[src/rtl/mem_arbiter.sv]
// mem_arbiter: services the icache/dcache ports of CPUS cores on a single
// RAM port, one transaction at a time. Data requests beat instruction
// fetches, and each class is picked round-robin from a shared pointer.

// Per-core response side: wait pulses and the held load registers.
module mem_arbiter_port #(
    parameter int WORD_W = 32
) (
    input  logic              CLK,
    input  logic              nRST,
    input  logic              ipulse_i,   // I-read of this core completes now
    input  logic              dpulse_i,   // D-read/D-write of this core completes now
    input  logic              drd_i,      // current data transaction is a read
    input  logic [WORD_W-1:0] ramload_i,
    output logic              iwait_o,
    output logic              dwait_o,
    output logic [WORD_W-1:0] iload_o,
    output logic [WORD_W-1:0] dload_o
);
    logic [WORD_W-1:0] iload_q, dload_q;
    logic              dload_en;

    assign dload_en = dpulse_i & drd_i;

    // Capture read data on completion so loads hold between transactions.
    always_ff @(posedge CLK or negedge nRST) begin
        if (!nRST) begin
            iload_q <= '0;
            dload_q <= '0;
        end else begin
            if (ipulse_i) iload_q <= ramload_i;
            if (dload_en) dload_q <= ramload_i;
        end
    end

    // The completing cycle shows ramload directly; otherwise the held value.
    assign iwait_o = ~ipulse_i;
    assign dwait_o = ~dpulse_i;
    assign iload_o = ipulse_i ? ramload_i : iload_q;
    assign dload_o = dload_en ? ramload_i : dload_q;
endmodule

module mem_arbiter #(
    parameter int CPUS   = 2,
    parameter int WORD_W = 32
) (
    input  logic                   CLK,
    input  logic                   nRST,
    input  logic [CPUS-1:0]        iREN,
    input  logic [CPUS*WORD_W-1:0] iaddr,
    input  logic [CPUS-1:0]        dREN,
    input  logic [CPUS-1:0]        dWEN,
    input  logic [CPUS*WORD_W-1:0] daddr,
    input  logic [CPUS*WORD_W-1:0] dstore,
    output logic [CPUS-1:0]        iwait,
    output logic [CPUS-1:0]        dwait,
    output logic [CPUS*WORD_W-1:0] iload,
    output logic [CPUS*WORD_W-1:0] dload,
    output logic                   ramREN,
    output logic                   ramWEN,
    output logic [WORD_W-1:0]      ramaddr,
    output logic [WORD_W-1:0]      ramstore,
    input  logic [WORD_W-1:0]      ramload,
    input  logic [1:0]             ramstate
);
    localparam int         IDW       = (CPUS > 1) ? $clog2(CPUS) : 1;
    localparam logic [1:0] RS_ACCESS = 2'd2;

    typedef enum logic { S_IDLE, S_ACCESS } state_e;
    typedef enum logic [1:0] { K_IRD, K_DRD, K_DWR } kind_e;

    state_e            state_q, state_d;
    kind_e             kind_q, kind_d;
    logic [IDW-1:0]    gnt_q, gnt_d, rr_q, rr_d;
    logic [WORD_W-1:0] addr_q, addr_d, store_q, store_d;

    logic [WORD_W-1:0] iaddr_a  [CPUS];
    logic [WORD_W-1:0] daddr_a  [CPUS];
    logic [WORD_W-1:0] dstore_a [CPUS];
    logic [CPUS-1:0]   dreq;
    logic [IDW:0]      dpick, ipick;
    logic              done;

    // Returns {found, index}: first requester at or after ptr, wrapping.
    function automatic logic [IDW:0] pick(input logic [CPUS-1:0] req,
                                          input logic [IDW-1:0]  ptr);
        logic [IDW:0] r;
        int           idx;
        r = '0;
        // Walk offsets from far to near so the nearest request wins last.
        for (int k = CPUS - 1; k >= 0; k--) begin
            idx = (int'(ptr) + k) % CPUS;
            if (req[idx]) r = {1'b1, IDW'(idx)};
        end
        return r;
    endfunction

    // A write strobe alone or together with a read both count as a data request.
    assign dreq  = dREN | dWEN;
    assign dpick = pick(dreq, rr_q);
    assign ipick = pick(iREN, rr_q);
    assign done  = (state_q == S_ACCESS) && (ramstate == RS_ACCESS);

    // Transaction registers; async reset abandons any in-flight access.
    always_ff @(posedge CLK or negedge nRST) begin
        if (!nRST) begin
            state_q <= S_IDLE;
            kind_q  <= K_IRD;
            gnt_q   <= '0;
            rr_q    <= '0;
            addr_q  <= '0;
            store_q <= '0;
        end else begin
            state_q <= state_d;
            kind_q  <= kind_d;
            gnt_q   <= gnt_d;
            rr_q    <= rr_d;
            addr_q  <= addr_d;
            store_q <= store_d;
        end
    end

    // Next state: latch a winner in IDLE, finish only on a RAM ACCESS cycle.
    always_comb begin
        state_d = state_q;
        kind_d  = kind_q;
        gnt_d   = gnt_q;
        rr_d    = rr_q;
        addr_d  = addr_q;
        store_d = store_q;
        case (state_q)
            S_IDLE: begin
                if (dpick[IDW]) begin
                    gnt_d   = dpick[IDW-1:0];
                    kind_d  = dWEN[gnt_d] ? K_DWR : K_DRD;
                    addr_d  = daddr_a[gnt_d];
                    store_d = dstore_a[gnt_d];
                    state_d = S_ACCESS;
                end else if (ipick[IDW]) begin
                    gnt_d   = ipick[IDW-1:0];
                    kind_d  = K_IRD;
                    addr_d  = iaddr_a[gnt_d];
                    state_d = S_ACCESS;
                end
            end
            S_ACCESS: begin
                // FREE/BUSY/ERROR all keep the strobes up; ERROR is a silent retry.
                if (done) begin
                    state_d = S_IDLE;
                    rr_d    = (int'(gnt_q) == CPUS - 1) ? '0 : gnt_q + 1'b1;
                end
            end
            default: state_d = S_IDLE;
        endcase
    end

    assign ramREN   = (state_q == S_ACCESS) && (kind_q != K_DWR);
    assign ramWEN   = (state_q == S_ACCESS) && (kind_q == K_DWR);
    assign ramaddr  = addr_q;
    assign ramstore = store_q;

    for (genvar n = 0; n < CPUS; n++) begin : g_port
        logic hit;
        assign iaddr_a[n]  = iaddr[n*WORD_W +: WORD_W];
        assign daddr_a[n]  = daddr[n*WORD_W +: WORD_W];
        assign dstore_a[n] = dstore[n*WORD_W +: WORD_W];
        assign hit         = done && (int'(gnt_q) == n);

        mem_arbiter_port #(.WORD_W(WORD_W)) u_port (
            .CLK       (CLK),
            .nRST      (nRST),
            .ipulse_i  (hit && (kind_q == K_IRD)),
            .dpulse_i  (hit && (kind_q != K_IRD)),
            .drd_i     (kind_q == K_DRD),
            .ramload_i (ramload),
            .iwait_o   (iwait[n]),
            .dwait_o   (dwait[n]),
            .iload_o   (iload[n*WORD_W +: WORD_W]),
            .dload_o   (dload[n*WORD_W +: WORD_W])
        );
    end
endmodule

[config.mk]
export PLATFORM = sky130hd
export DESIGN_NAME = mem_arbiter
export DESIGN_NICKNAME = d
export VERILOG_FILES = /design/src/rtl/mem_arbiter.sv
export SDC_FILE = /design/constraint.sdc
export NUM_CORES = 1
export LEC_CHECK = 0
export ABC_CLOCK_PERIOD_IN_PS = 5700
export CAP_MARGIN = 30
export CORE_AREA = 2 2 166 168
export DETAILED_ROUTE_END_ITERATION = 8
export DIE_AREA = 0 0 168 170
export PLACE_DENSITY = 0.76
export SYNTH_ARGS = -nofsm -noshare
export SYNTH_HDL_FRONTEND = slang
export SYNTH_HIERARCHICAL = 1
export SYNTH_SLANG_ARGS = --single-unit
[constraint.sdc]
create_clock -name CLK -period 5.7 [get_ports CLK]
set_clock_uncertainty 0.2 [all_clocks]
set_input_delay 0.57 -clock CLK [delete_from_list [all_inputs] [get_ports CLK]]
set_output_delay 0.57 -clock CLK [all_outputs]
set_load 0.005 [all_outputs]
==> reports/metrics.csv, run 1 <==
stage;metric;value;unit
status;status;completed;
route;DR pass1 iterations;5;
worst_setup_path;kind of cell adding the most delay to the critical path;simple AND/OR/NAND/NOR gates;
synth;dominant cell by count in the synthesized netlist;dfrtp_1;
synth;Synth async-reset ratio;100;%
sta;post-layout min period;4.01;ns
synth;Top FF cell, synth;dfrtp_1;
sta;relative slew slack;31.8;%
global_routing;vias in the first global route;7449;
pwr;pwr dens;394;mW/mm^2
worst_setup_path;largest stage delay on the critical path;0.55;ns
sta;worst slew pin tran;1.02;ns
synth;Synth Area in Adders;0;%
pwr;Pint;4.04;mW
sta;period utilization;70.3;%
placement;DP Worst Slack;1.77;ns
clock_tree;Clock Tree Root;clkbuf_16;
route;ANT nets after route;0;
synth;largest family of logic cells by synthesized area;multiplexers;
die;row cnt;60;
die;Die ar.;0.0286;sq mm
worst_setup_path;R2R setup slack;3.02;ns
synth;Post-Syn Instances;710;
sta;hold slack;0.284;ns
die;Die H;170;um
sta;max-slew violation count;0;
finish;final net count;1352;
synth;mapped cell area;0.00937;sq mm
synth;sequential area share after synthesis;52.6;%
worst_setup_path;worst setup path start;state_q;
synth;average cell area after synthesis;13.2;sq um
synth;number of synthesized flops with an enable pin;0;
clock_tree;H-tree level count;4;
pwr;VDD IR-drop max;0.203;mV
sta;Max Clock Freq;249;MHz
route;vias per cell;4.91;
placement;GPL Wtd Cong;0.822;
worst_setup_path;worst r2r path cells;6;
synth;Yosys top cell area share;52.6;%
worst_setup_path;Crit Path Max Fanout;32;
clock_tree;postcts setup bufs;0;
pwr;switching part of the total power;28.9;%
route;vias;7231;
worst_setup_path;crit start category;register;
worst_setup_path;reg2reg start;state_q;
synth;Synth Area in Compound Gates;14.7;%
synth;flops & latches, synth;197;
clock_tree;Skew-Pair Late Insertion Delay;0.42;ns
pwr;Seq pwr share;36.7;%
worst_setup_path;Slowest-stage cell, CP;dfrtp_1;
min_path;Hold Path Stages;2;
route;DRC Markers;0;
clock_tree;number of gates resized after CTS;0;
finish;share of cells above drive strength 1;21.0;%
clock_tree;clk sinks;197;
worst_setup_path;Critical Path End Type;output pin;
pwr;leakage;6.22;nW
finish;Post-Layout Cell Count;1473;
clock_tree;TritonCTS Buffers;17;
die;Initial Utilization;35.2;%
worst_setup_path;crit path DAT;3.24;ns
synth;area leader, netlist;dfrtp_1;
global_routing;first-pass GRT wire length;44700;um
sta;setup TNS;0;ns
job;max_cap viols;0;
worst_setup_path;WP buf/inv;2;
pwr;combinational share of power;42.1;%
finish;Fillers;2279;
route;drt initial violations;322;
die;CORE AREA;0.0267;sq mm
route;final WL;29500;um
min_path;HP Class;register to register;
pwr;Clock power frac;21.2;%
clock_tree;CTS tree;done;
synth;Synth Area in XOR/XNOR;0;%
pwr;Psw;1.64;mW
placement;post-detail-place hpwl;22100;um
global_routing;grt total ovfl;0;
sta;Finish-stage setup viols;0;
synth;Synth Warn #;6;
synth;Synth cell types;36;
min_path;min-delay src;ramstore[25];
global_routing;initial antenna violation count;1;
worst_setup_path;Setup CP Type;register to output pin;
die;Die X;168;um
route;routed len/inst;20.1;um
worst_setup_path;CP required;4.93;ns
clock_tree;CTS Hold Buffers Added;1;
die;I/O Pins;432;
clock_tree;deepest clock path buffer count;2;
synth;net count after synthesis;944;
finish;area grow syn2layout;53.8;%
synth;multiplexer share of the synthesized area;21.2;%
sta;final hold vios;0;
synth;synth top area cells;dfrtp_1 (53%), mux2_4 (9.6%), mux2_2 (8.2%), a221oi_2 (4.3%), mux2i_1 (3.4%);
placement;Placed Cells;1436;
sta;Setup WS post-layout;1.69;ns
worst_setup_path;critical path depth;7;
global_routing;largest net degree at the start of global routing;122;
sta;RSZ-0062 raised after global routing;no;
synth;simple-gate share of the synthesized area;6.13;%
worst_setup_path;worst-path cell chain;inv_1 -> nor3b_1 -> nand2_1 -> nor2_1 -> nand2_4 -> mux2_4 -> clkdlybuf4s50_1;
global_routing;gr usage total;20.4;%
placement;count of input and output buffers;431;
clock_tree;clk slew on worst S/H paths;0.08;ns
synth;synth cell count leaders;dfrtp_1 (197), mux2_2 (68), mux2_4 (60);
[cell usage in the layout (no fill, tap or decap), types with 3 or more instances in the layout]
| master | synthesis | final |
|---|---|---|
| inv_6 | 0 | 3 |
| o21ai_0 | 45 | 45 |
| nand2_1 | 35 | 35 |
| mux2_4 | 60 | 60 |
| a221oi_1 | 5 | 5 |
| a21oi_2 | 27 | 28 |
| buf_12 | 9 | 5 |
| a21boi_0 | 33 | 33 |
| clkdlybuf4s50_1 | 0 | 429 |
| o21ai_1 | 21 | 21 |
| buf_4 | 11 | 6 |
| nor2_1 | 38 | 37 |
| clkinv_4 | 0 | 3 |
| clkbuf_16 | 0 | 17 |
| mux2i_1 | 32 | 32 |
| and3_1 | 33 | 33 |
| inv_1 | 6 | 6 |
| a221oi_2 | 27 | 27 |
| inv_8 | 0 | 4 |
| dfrtp_1 | 197 | 197 |
| mux2_2 | 68 | 68 |
| a21oi_1 | 9 | 8 |
[worst min-delay path: stages (launching register included)]
cell and delay, ns:
dfrtp_1 0.35, nand2_1 0.05, o21ai_0 0.06
[cell families after synthesis]
kind of cell,Yosys count
mux,160
simple gates,117
compound gates,176
buf+inv,60
flops,197
[layout make-up]
cell class,instances,area [sq um],share of cell area [%]
Sequential cell,197,4930,34.2
Timing Repair Buffer,443,4470,31.0
Multi-Input combinational cell,453,3980,27.6
Clock buffer,18,429,2.98
Tap cell,341,427,2.96
Clock inverter,14,154,1.07
Inverter,6,22.5,0.156
Antenna cell,1,2.50,0.0174
[path summary, 6_finish.rpt]
| kind | endpoint |
|---|---|
| max | dload[58] |
| min | ramstore[25] |
| max reg2reg | g_port[1].u_port/dload_q[27] |
| min reg2reg | ramstore[25] |
| max in group asynchronous | ramaddr[9] |
| min in group asynchronous | g_port[1].u_port/dload_q[5] |
[layer usage]
metal | track usage (%) | share of wire [%] | vias to the layer above
li1 | - | - | 3377
met1 | 25.2 | 41 | 3497
met2 | 34.7 | 49 | 317
met3 | 5.72 | 7.3 | 40
met4 | 6.47 | 2.5 | 0
met5 | 0 | 0 | -
[stage by stage]
stage                     total power [mW]  utilization, %  area (sq um)
after floorplan                       3.01               -          9370
after global placement                4.44            51.5         13700
after detailed placement              4.51            51.6         13800
after CTS                             5.74            53.8         14300
after global routing                  5.98            54.1         14400
final                                 5.68            54.1         14400
[registers in the layout, summed over array words and instances (netlist names)]
name,count
g_port.u_port/dload_q,64
g_port.u_port/iload_q,64
gnt_q,1
kind_q,2
ramaddr,32
ramstore,32
rr_q,1
state_q,1
[power by group through the flow]
stage                     Combinational [mW]  Clock, mW  Sequential, mW
after floorplan                        0.948          0            2.06
after global placement                  2.34          0            2.09
after detailed placement                2.39          0            2.11
after CTS                               2.41       1.24            2.09
after global routing                    2.55       1.30            2.14
final                                   2.39       1.20            2.08
Power figures use the tool's default switching activity.
==> inputs of run 2 (changes only) <==
- ABC_CLOCK_PERIOD_IN_PS: 5700 -> 3400
- CORE_AREA: 2 2 166 168 -> 2 2 170 172
- DIE_AREA: 0 0 168 170 -> 0 0 172 174
- clock period: 5.7 -> 3.4 ns (I/O delays scaled with it)
==> run 2 against run 1 <==
Combinational power grew 69%. Clock power grew 64%. Critical endpoint is now iload[37]. Largest cell class unchanged. Worst hold slack got worse by 0.16 ns. Die area increased by 4.8%. Non-clock buffer count grew 8. Cell count grew 3.4%.
==> reports/metrics.csv, run 2 (synthesis results as in run 1) <==
stage;metric;value;unit;change
pwr;VDD IR-drop max;0.335;mV;+65%
sta;worst slew pin tran;0.948;ns;-0.0741 ns
clock_tree;H-tree level count;4;;unchanged
sta;final hold vios;0;;unchanged
finish;most frequent cells in the layout;clkdlybuf4s50_1 (429), dfrtp_1 (196), mux2_2 (68);;
sta;post-layout min period;3.21;ns;
route;DR pass1 iterations;4;;-1
sta;RSZ-0062 raised after global routing;no;;
die;Die H;174;um;+2.4%
job;max_cap viols;0;;unchanged
sta;period utilization;94.4;%;
route;drt initial violations;293;;-9.0%
die;Die ar.;0.0299;sq mm;+4.8%
finish;Ant. Diodes;0;;-1
worst_setup_path;Slowest-stage cell, CP;clkdlybuf4s50_1;;
route;routed len/inst;18.5;um;-7.7%
die;Initial Utilization;33.2;%;-2.0 points
sta;Finish-stage setup viols;0;;unchanged
global_routing;vias in the first global route;7624;;+2.3%
clock_tree;clk slew on worst S/H paths;0.07;ns;about the same
global_routing;gr usage total;18.8;%;-1.5 points
route;final WL;28200;um;-4.6%
worst_setup_path;Crit Path Max Fanout;16;;-50%
finish;Util after Layout;51.7;%;-2.4 points
sta;relative slew slack;36.8;%;+4.9 points
global_routing;initial antenna violation count;0;;-1
worst_setup_path;CP required;2.86;ns;-2.07 ns
finish;area grow syn2layout;55.8;%;
clock_tree;Clock Tree Root;clkbuf_16;;
worst_setup_path;Critical Path End Type;output pin;;
global_routing;largest net degree at the start of global routing;77;;-37%
route;ANT nets after route;0;;unchanged
clock_tree;Skew-Pair Late Insertion Delay;0.44;ns;+0.02 ns
sta;max-slew violation count;0;;unchanged
clock_tree;TritonCTS Buffers;17;;unchanged
die;row cnt;62;;+3.3%
pwr;leakage;6.29;nW;+1.1%
status;status;completed;;
finish;share of cells above drive strength 1;21.8;%;+0.73 points
route;DRC Markers;0;;unchanged
min_path;HP Class;input pin to register;;
worst_setup_path;worst-path cell chain;inv_1 -> nor3b_2 -> nand2_2 -> nor3_4 -> buf_12 -> bufbuf_16 -> mux2_2 -> clkdlybuf4s50_1;;
placement;GPL Wtd Cong;0.803;;-2.3%
global_routing;first-pass GRT wire length;43200;um;-3.4%
die;CORE AREA;0.0282;sq mm;+6.0%
finish;final net count;1360;;+0.59%
clock_tree;CTS tree;done;;
worst_setup_path;crit path DAT;2.67;ns;-0.57 ns
global_routing;grt total ovfl;0;;unchanged
die;I/O Pins;432;;unchanged
placement;count of input and output buffers;431;;unchanged
worst_setup_path;worst r2r path cells;4;;-2
finish;Top Registers;g_port.u_port/dload_q: 64 flops, g_port.u_port/iload_q: 64 flops;;
placement;post-detail-place hpwl;21200;um;-4.0%
worst_setup_path;kind of cell adding the most delay to the critical path;buffers and inverters;;
clock_tree;deepest clock path buffer count;2;;unchanged
pwr;pwr dens;649;mW/mm^2;+65%
min_path;Hold Path Stages;3;;+1
worst_setup_path;largest stage delay on the critical path;0.47;ns;-0.08 ns
die;Die X;172;um;+2.4%
worst_setup_path;critical path depth;8;;+1
worst_setup_path;Setup CP Type;register to output pin;;
sta;Max Clock Freq;311;MHz;
worst_setup_path;crit start category;register;;
sta;setup TNS;0;ns;unchanged
worst_setup_path;WP buf/inv;4;;+2
finish;most common cell after layout, fill and taps aside;clkdlybuf4s50_1;;
route;vias;7254;;+0.32%
clock_tree;clk sinks;197;;unchanged
route;vias per cell;4.76;;-3.0%
## run 2: tightest hold or removal path, cell delays in order
cell,delay [ns]
buf_2,0.11
nor2_1,0.09
a31oi_1,0.18
## run 2: stage by stage
| stage | worst slack [ns] | cell area, sq um | power [mW] | hold WS (ns) | cells |
|---|---|---|---|---|---|
| finish | 0.190 | 14600 | 9.48 | 0.125 | 1523 |
| global route | 0.0503 | 14600 | 10.0 | 0.136 | 1523 |
| CTS | 0.0899 | 14600 | 9.60 | 0.0928 | 1523 |
| detailed placement | 0.237 | 13900 | 7.58 | 0.219 | 1487 |
| global placement | 0.232 | 13900 | 7.45 | 0.216 | 1487 |
| floorplan | 1.16 | 9370 | 5.05 | -0.156 | 710 |
## run 2: final timing paths
path | start | end | slack [ns]
max in group asynchronous | nRST | ramaddr[6] | 1.79
min reg2reg | ramstore[28] | ramstore[28] | 0.28
max reg2reg | rr_q | ramaddr[9] | 1.13
min in group asynchronous | nRST | g_port[1].u_port/dload_q[4] | 0.31
max | state_q | iload[37] | 0.19
min | iREN[1] | state_q | 0.13
## run 2: report_power, final
part | switching (mW) | total, mW | internal, mW
sequential | 0.288 | 3.48 | 3.19
clock | 0.955 | 1.97 | 1.01
combinational | 1.44 | 4.03 | 2.59
## run 2: layout make-up
type,count,area (sq um)
tap,384,480
fill,2462,13600
clock buffer,21,460
inverter,6,22.5
timing repair buffer,451,4600
multi-input combinational,453,3990
clock inverter,11,115
sequential,197,4930
## run 2: repair_timing
action / in CTS / in global routing
hold buffers: 1 / 0
endpoints found under the setup margin: 7 / 15
pin swaps: 1 / 2
resized for setup: 3 / 1
setup buffers: 2 / 0
gates cloned: 1 / 0
endpoints found under the hold margin: 73 / 0
## run 2: per-layer routing
metal / vias up / GRT usage [%] / routed length [um]
li1: 3387 / - / -
met1: 3524 / 21.4 / 11000
met2: 307 / 33.1 / 14100
met3: 36 / 6.31 / 2600
met4: 0 / 5.99 / 572
met5: - / 0 / 0
==> inputs of run 3 (changes only) <==
- ABC_CLOCK_PERIOD_IN_PS: 3400 -> 2840
- HOLD_SLACK_MARGIN: default -> 0.12
- SLEW_MARGIN: default -> 0
- clock period: 3.4 -> 2.84 ns (I/O delays scaled with it)
==> run 3 against run 2 <==
The run now ends with setup timing left. Sequential share of layout area decreased by 1.3 points. Setup slack got worse by 0.31 ns. First-iteration DRC count increased by 19%. Count of clock-buffer cells in the layout unchanged. Cell count increased by 3.4%. Power increased by 19%. Flip-flop and latch count unchanged. Wire length increased by 6.5%. Combinational power increased by 15%. Non-clock buffer count increased by 52. Critical path depth decreased by 2. Critical path type unchanged. Largest power group unchanged.
==> reports/metrics.csv, run 3 (synthesis results as in run 1) <==
stage;metric;value;unit;change
global_routing;first-pass GRT wire length;43600;um;+0.93%
sta;Setup WS post-layout;-0.120;ns;-0.309 ns
route;drt initial violations;349;;+19%
clock_tree;H-tree level count;4;;unchanged
clock_tree;Clock Tree Root;clkbuf_16;;
die;Die ar.;0.0299;sq mm;unchanged
worst_setup_path;Setup CP Type;register to output pin;;
placement;GPL Wtd Cong;0.807;;+0.47%
route;WL met3;2300;um;-12%
finish;final net count;1412;;+3.8%
placement;Placed Cells;1498;;+0.74%
global_routing;grt total ovfl;0;;unchanged
route;DRC Markers;0;;unchanged
worst_setup_path;Crit Path Max Fanout;33;;+17
global_routing;initial antenna violation count;0;;unchanged
route;DR pass1 iterations;4;;unchanged
finish;share of cells above drive strength 1;30.7;%;+9.0 points
finish;most frequent cells in the layout;clkdlybuf4s50_1 (332), dfrtp_1 (196), mux2_4 (84);;
sta;worst slew pin tran;0.668;ns;-0.281 ns
sta;relative slew slack;55.5;%;+19 points
worst_setup_path;R2R setup slack;0.71;ns;-0.42 ns
worst_setup_path;Critical Path End Type;output pin;;
sta;Max Clock Freq;338;MHz;
status;violated checks;setup timing;;
pwr;pwr dens;744;mW/mm^2;+15%
finish;Post-Layout Cell Count;1575;;+3.4%
job;max_cap viols;0;;unchanged
worst_setup_path;worst r2r path cells;7;;+3
finish;area grow syn2layout;62.0;%;
die;row cnt;62;;unchanged
worst_setup_path;worst r2r dst;g_port[1].u_port/dload_q[13];;
die;Initial Utilization;33.2;%;unchanged
worst_setup_path;crit start category;register;;
route;Met1 Routed Length;11900;um;+8.5%
clock_tree;clk slew on worst S/H paths;0.07;ns;about the same
sta;setup TNS;-3.19;ns;-3.19 ns
route;Top Metal Used;met4;;
sta;max-slew violation count;0;;unchanged
route;vias per cell;4.72;;-1.0%
route;routed length on met2;15200;um;+8.0%
finish;most common cell after layout, fill and taps aside;clkdlybuf4s50_1;;
sta;final hold vios;0;;unchanged
route;routed len/inst;19.1;um;+3.0%
finish;Top Registers;g_port.u_port/dload_q: 64 flops, g_port.u_port/iload_q: 64 flops;;
clock_tree;deepest clock path buffer count;2;;unchanged
placement;DP Worst Slack;-0.196;ns;-0.433 ns
global_routing;largest net degree at the start of global routing;81;;+5.2%
finish;Ant. Diodes;0;;unchanged
sta;post-layout min period;2.96;ns;
die;Die X;172;um;unchanged
route;final WL;30000;um;+6.5%
clock_tree;Skew-Pair Late Insertion Delay;0.43;ns;about the same
clock_tree;CTS tree;done;;
global_routing;gr usage total;19.0;%;+0.17 points
die;I/O Pins;432;;unchanged
placement;count of input and output buffers;431;;unchanged
pwr;leakage;7.18;nW;+14%
sta;Finish-stage setup viols;39;;+39
die;CORE AREA;0.0282;sq mm;unchanged
min_path;HP Class;input pin to asynchronous set/reset pin;;
worst_setup_path;CP required;2.36;ns;-0.50 ns
finish;Fillers;2380;;-3.3%
sta;RSZ-0062 raised after global routing;yes;;
route;ANT nets after route;0;;unchanged
sta;period utilization;104;%;
die;Die H;174;um;unchanged
worst_setup_path;reg2reg start;kind_q[0];;
clock_tree;TritonCTS Buffers;17;;unchanged
worst_setup_path;crit path DAT;2.48;ns;-0.19 ns
clock_tree;clk sinks;197;;unchanged
placement;post-detail-place hpwl;21300;um;+0.31%
route;vias;7427;;+2.4%
status;status;finished with violations;;
global_routing;vias in the first global route;7726;;+1.3%
pwr;VDD IR-drop max;0.404;mV;+21%
finish;register area;0.00493;sq mm;unchanged
finish;Multi-input gate area;0.00413;sq mm;+3.4%
run 3: cell types whose count changed in the layout (fill, tap and decap cells not counted), moves of 7 or more:
cell             previous run  this run
buf_12                      9        16
buf_4                       9        41
buf_6                       0        11
clkbuf_2                    0        55
clkdlybuf4s50_1           429       332
dlymetal6s2s_1              0        30
mux2_2                     68        44
mux2_4                     60        84
run 3: what timing repair did:
item	in CTS	in global routing
pin swaps	3	3
cloned	3	3
endpoints found under the hold margin	78	0
hold buffers	2	0
setup buffers	11	26
endpoints found under the setup margin	127	128
gates resized for setup	71	183
run 3: where the power goes:
group          switching (mW)  internal, mW  total [mW]
clock network            1.12          1.37        2.49
registers               0.365          3.83        4.19
logic                    1.78          2.84        4.62
total                    3.26          8.03        11.3
run 3: final cells by class:
type	instances	share of cell area, %
inverters	6	0.148
well taps	384	3.16
flip-flops and latches	197	32.5
multi-input cells	453	27.2
repair buffers	503	33.0
clock inverters	11	0.948
clock buffers	21	3.03
run 3: how the worst max path moves through the flow:
stage	startpoint	cells after the start	slack, ns	end
after floorplan	state_q	7	0.65	iload[34]
after global placement	ramstate[1]	8	-0.17	dload[62]
after detailed placement	ramstate[1]	7	-0.20	iload[45]
after CTS	state_q	6	-0.15	iload[26]
after global routing	state_q	6	-0.26	iload[26]
final	state_q	6	-0.12	iload[26]
run 3: critical path, stage by stage, from the launching register on:
cell and delay [ns]:
dfrtp_1 0.38, buf_6 0.12, nand3b_1 0.16, nor4_4 0.22, buf_12 0.26, mux2_2 0.38, clkdlybuf4s50_1 0.50
run 3: per-layer routing:
metal	vias up	GRT usage [%]
met1	3596	21.5
li1	3495	-
met4	0	5.88
met5	-	0
met2	298	34.2
met3	38	5.69
run 3: per-stage QoR:
step | instance area [sq um] | util (%) | hold slack (ns) | total power, mW
floorplan | 9370 | - | -0.212 | 6.05
global placement | 14100 | 49.8 | 0.180 | 8.95
detailed placement | 14100 | 49.8 | 0.180 | 9.07
CTS | 14900 | 52.8 | 0.264 | 11.5
global route | 15200 | 53.8 | 0.290 | 11.9
finish | 15200 | 53.8 | 0.259 | 11.3
